$ cat config.mk
export PLATFORM = sky130hd
export DESIGN_NAME = sat_counter
export DESIGN_NICKNAME = d
export VERILOG_FILES = /design/src/rtl/cla_result_checker_sat_counter.sv
export SDC_FILE = /design/constraint.sdc
export NUM_CORES = 1
export LEC_CHECK = 0
export CAP_MARGIN = 20
export CORE_UTILIZATION = 49
export DETAILED_ROUTE_END_ITERATION = 10
export PLACE_DENSITY = 0.78
export SLEW_MARGIN = 30
export SYNTH_ARGS = -nofsm -noshare
export SYNTH_HDL_FRONTEND = slang
export SYNTH_SLANG_ARGS = --single-unit
$ cat constraint.sdc
create_clock -name clk -period 2.3 [get_ports clk]
set_clock_uncertainty 0.2 [all_clocks]
set_input_delay 0.46 -clock clk [delete_from_list [all_inputs] [get_ports clk]]
set_output_delay 0.46 -clock clk [all_outputs]
set_load 0.05 [all_outputs]
$ cat src/rtl/cla_result_checker_sat_counter.sv
// Up-counter with synchronous clear that sticks at all-ones instead of wrapping.
module sat_counter #(
   parameter int W = 16
) (
   input  logic         clk,
   input  logic         rst_n,
   input  logic         clr,
   input  logic         inc,
   output logic [W-1:0] q
);

   always_ff @(posedge clk or negedge rst_n) begin
      if (!rst_n)                  q <= '0;
      else if (clr)                q <= '0;
      else if (inc && !(&q))       q <= q + W'(1);
   end

endmodule

Word level (Yosys, flattened, before mapping):

Cells that the tools add are included.

* bits in writable memories: 0
* bits in registers: 16
* ROM bits: 0
* output and inout bits: 16
* input bits: 4
* memories: 0
* logic and storage cells: 8
* latch bits: 0

* multiply operators: 0
* bitwise gates (word level): 0
* shifts and indexed selects: 0
* eq/ne operators: 0
* multiplexer cells: 2
* $lt $le $gt $ge: 0
* div/mod/pow operators: 0
* reductions and logical operators: 4
* add/sub/neg operators: 1

Operators by type and width (number)
* 2-to-1 mux 16 bit: 2
* adder 16 x 1 -> 16 bit (second input constant): 1
* AND reduction 16 bit: 1
* nonzero test 2 bit: 1
* logical AND 1 bit: 1
* zero test 1 bit: 1

Logic depth before layout (Yosys ltp):

* depth after elaboration: 5
* mapped depth: 5

Least setup slack after synthesis:

No wires, ideal clock.

* kind: reg2reg
* start point: register q[12]
* end point: register q[0]
* required time: 1975 ps
* library setup time: 125 ps
* stages on the path, launching flop included: 5
* buffers on the path: 0
* arrival time: 1737 ps
* path slack: 237 ps
* cell sequence: dfrtp_1 > nand4_1 > nor3_4 > a21boi_2 > mux2_4

* longest elaborated chain between the ends: 4

RTL lines
* start, declared: line 9 `output logic [W-1:0] q`
* start signal, assigned: line 15 `else if (inc && !(&q)) q <= q + W'(1);`
* AND reduction 16 bit: line 15
* zero test 1 bit: line 15
* logical AND 1 bit: line 15
* nonzero test 2 bit (no source line)

Every way passes these cells.
A chain may end at the register's enable or synchronous reset.

Worst setup path in the final report:

* start point: register q[3]
* end point: output q[3]

No word-level cell between the ends.

==> results.tsv <==
stage	metric	value	unit
synthesis	Most used DFF post-synth	dfrtp_1	
global_routing	largest net degree at the start of global routing	17	
setup_path	Top Family by Delay on Critical Path	buffers and inverters	
sta	Max-slew headroom	0.664	
routing	DR vias/cell	5.75	
setup_path	critical-path cell list	clkdlybuf4s50_1	
setup_path	worst setup path category	reg2out	
clocking	CTS Buffer Depth	2	
setup_path	slowest cell delay on critical path	830	ps
global_routing	M1 GR Usage	0.313	
cells_and_area	max reg flops	16	
power_and_ir_drop	Worst VDD drop	0.348	mV
cells_and_area	most frequent cells in the layout	dfrtp_1 (16), clkdlybuf4s50_1 (15), a21oi_1 (8), nor2_1 (8), nand2_1 (7)	
sta	Final setup viols	0	
routing	DR pass1 iterations	4	
sta	RSZ-0062 raised after global routing	no	
setup_path	Worst EP arrival	1570	ps
global_routing	initial antenna violation count	0	
synthesis	syn nets	100	
sta	Hold Violations, Final	0	
routing	routed wire length	1940	um
clocking	hold_buf cts	0	
placement	post-place setup slack	21.5	ps
die	full die area	2050	um^2
setup_path	Crit path depth	1	
setup_path	R2R Setup Slk	410	ps
min_path	worst hold-check path type	in2async	
setup_path	CP max FO	7	
power_and_ir_drop	Power Dens Cells	442	nW/um^2
synthesis	Syn Inst Count	95	
setup_path	FF-to-FF path depth	5	
die	total core area	1750	um^2
sta	Final Max Slew Viols	0	
synthesis	Synth Register Bits	16	
setup_path	worst endpoint required time	1640	ps
cells_and_area	Area Overhead vs Synth	29.9	%
sta	worst slew pin tran	503	ps
sta	post-route clock period utilization	0.970	
setup_path	worst setup path start	q[3]	
cells_and_area	layout filler cell count	152	
routing	Initial DRC Count	9	
routing	post-route ant nets	0	
global_routing	first-pass GRT wire length	3260	um
cells_and_area	Biggest register	q	
die	Starting Density	0.527	
global_routing	met3 Use GR	0.0480	
routing	WL/cell	13.6	um
synthesis	Async SR Flop Fraction	1.00	
global_routing	met2 Use GR	0.339	
synthesis	Netlist cell types	36	
cells_and_area	ratio of cells with drive above 1 in the final layout	0.136	
cells_and_area	Largest regs	q: 16 flops	
setup_path	Critical Path Slowest Stage Cell	clkdlybuf4s50_1	
power_and_ir_drop	Power, Total	528	uW
job	Max Cap Viol	0	
synthesis	synthesized area per cell	9.68	um^2
clocking	Clk pin slew, worst setup/hold paths	90	ps
synthesis	Ys Warns	0	
setup_path	CP Capture Type	output port	
sta	hold slack	279	ps
clocking	TritonCTS clock tree	built	
synthesis	part of the Yosys area used for sequential elements	0.435	
global_routing	vias in the first global route	709	
setup_path	Bufs and invs on worst path	1	
routing	via count	822	
synthesis	number of enable flip-flop cells after synthesis	0	
die	die width	45.3	um
synthesis	Synth Cell Area	920	um^2
sta	Tmin final	2230	ps
clocking	Worst-Skew Late Latency	290	ps
placement	GP Congestion	0.882	
setup_path	Worst Setup EP	q[3]	
setup_path	startpoint types	flop	
die	I/O pins	20	
global_routing	Congestion Overflow GR	0	
sta	worst setup margin	70.1	ps
clocking	number of buffers created by CTS	3	
sta	post-route setup TNS	0	ps
routing	DRC Markers	0	
placement	Final HPWL DP	1450	um
cells_and_area	commonest non-fill, non-tap cell in the layout	dfrtp_1	
clocking	root buffer cell	clkbuf_4	
clocking	clk sinks	16	
sta	fmax	448	MHz
die	die height	45.3	um
status	status	completed	
cells_and_area	antenna cells	0	
power_and_ir_drop	Leakage	0.000544	uW
placement	port bufs	19	
setup_path	RR Endpoint	q[6]	
clocking	H-tree depth	1	
global_routing	GRT Total Usage	0.230	
setup_path	reg2reg start	q[0]	
cells_and_area	Final nets	124	
global_routing	most used routing layer	met2	
die	# rows	15	
synthesized netlist by cell type, drive strengths merged, types with 2 or more instances:
library cell	number	area share
nor4	2	0.020
a21oi	8	0.044
and2	3	0.020
or4	2	0.016
nand3	5	0.041
o31ai	3	0.024
or3	4	0.027
nand2b	3	0.020
mux2i	2	0.022
clkbuf	2	0.0082
inv	2	0.0082
mux2	2	0.029
nor3	4	0.034
o21ai	4	0.022
dfrtp	16	0.44
nor2	8	0.033
and4	2	0.022
nand2	7	0.029
a31oi	3	0.020
nor2b	2	0.014
and3	2	0.015
nand4	2	0.020
power by group:
part / switching [uW] / total, uW / internal [uW]
Combinational: 30.1 / 50.6 / 20.5
Sequential: 4.45 / 289 / 284
Clock: 92.5 / 189 / 96.6
Total: 127 / 528 / 401
area by class of cell:
class                   count  area, um^2  area share
clock buffers               4        36.3      0.0304
inverters                   2        7.51     0.00628
multi-input cells          75         504       0.422
flip-flops and latches     16         400       0.335
well taps                  25        31.3      0.0262
repair buffers             21         215       0.180
cell families (layout without fill, tap and decap cells):
group	after synthesis	in the layout	share of synthesized area
DFF	16	16	0.435
xor gates and xnor gates	1	1	0.00953
adders and majority gates	1	1	0.0136
and+or+nand+nor	47	47	0.320
AOI/OAI and AO/OA	22	22	0.155
buffers and inverters	4	27	0.0163
muxes	4	4	0.0503
stage by stage:
step           area (um^2)   util  std cells
3_5_place_dp          1150  0.658        139
2_1_floorplan          920      -         95
4_1_cts               1180  0.679        143
6_report              1190  0.685        143
3_3_place_gp          1150  0.658        139
5_1_grt               1190  0.685        143
what timing repair did:
action,4_1_cts,5_1_grt
endpoints found under the hold margin,0,0
setup buffers,0,0
gates resized for setup,0,4
endpoints found under the setup margin,0,4
worst min-delay path by stage:
stage	cells after the start	slack (ps)	from	to
after detailed placement	1	380	q[5]	q[5]
after global routing	2	290	rst_n	q[13]
after floorplan	0	-40	rst_n	q[0]
after global placement	2	370	q[15]	q[15]
final	2	280	rst_n	q[13]
after CTS	2	290	rst_n	q[15]
metal layers:
layer | vias up | part of all wire | routed length, um
met1 | 385 | 0.46 | 888
met5 | - | 0 | 0
li1 | 402 | - | -
met2 | 28 | 0.46 | 901
met3 | 7 | 0.049 | 96
met4 | 0 | 0.028 | 54
No activity file was read; power rests on OpenSTA's default activity.
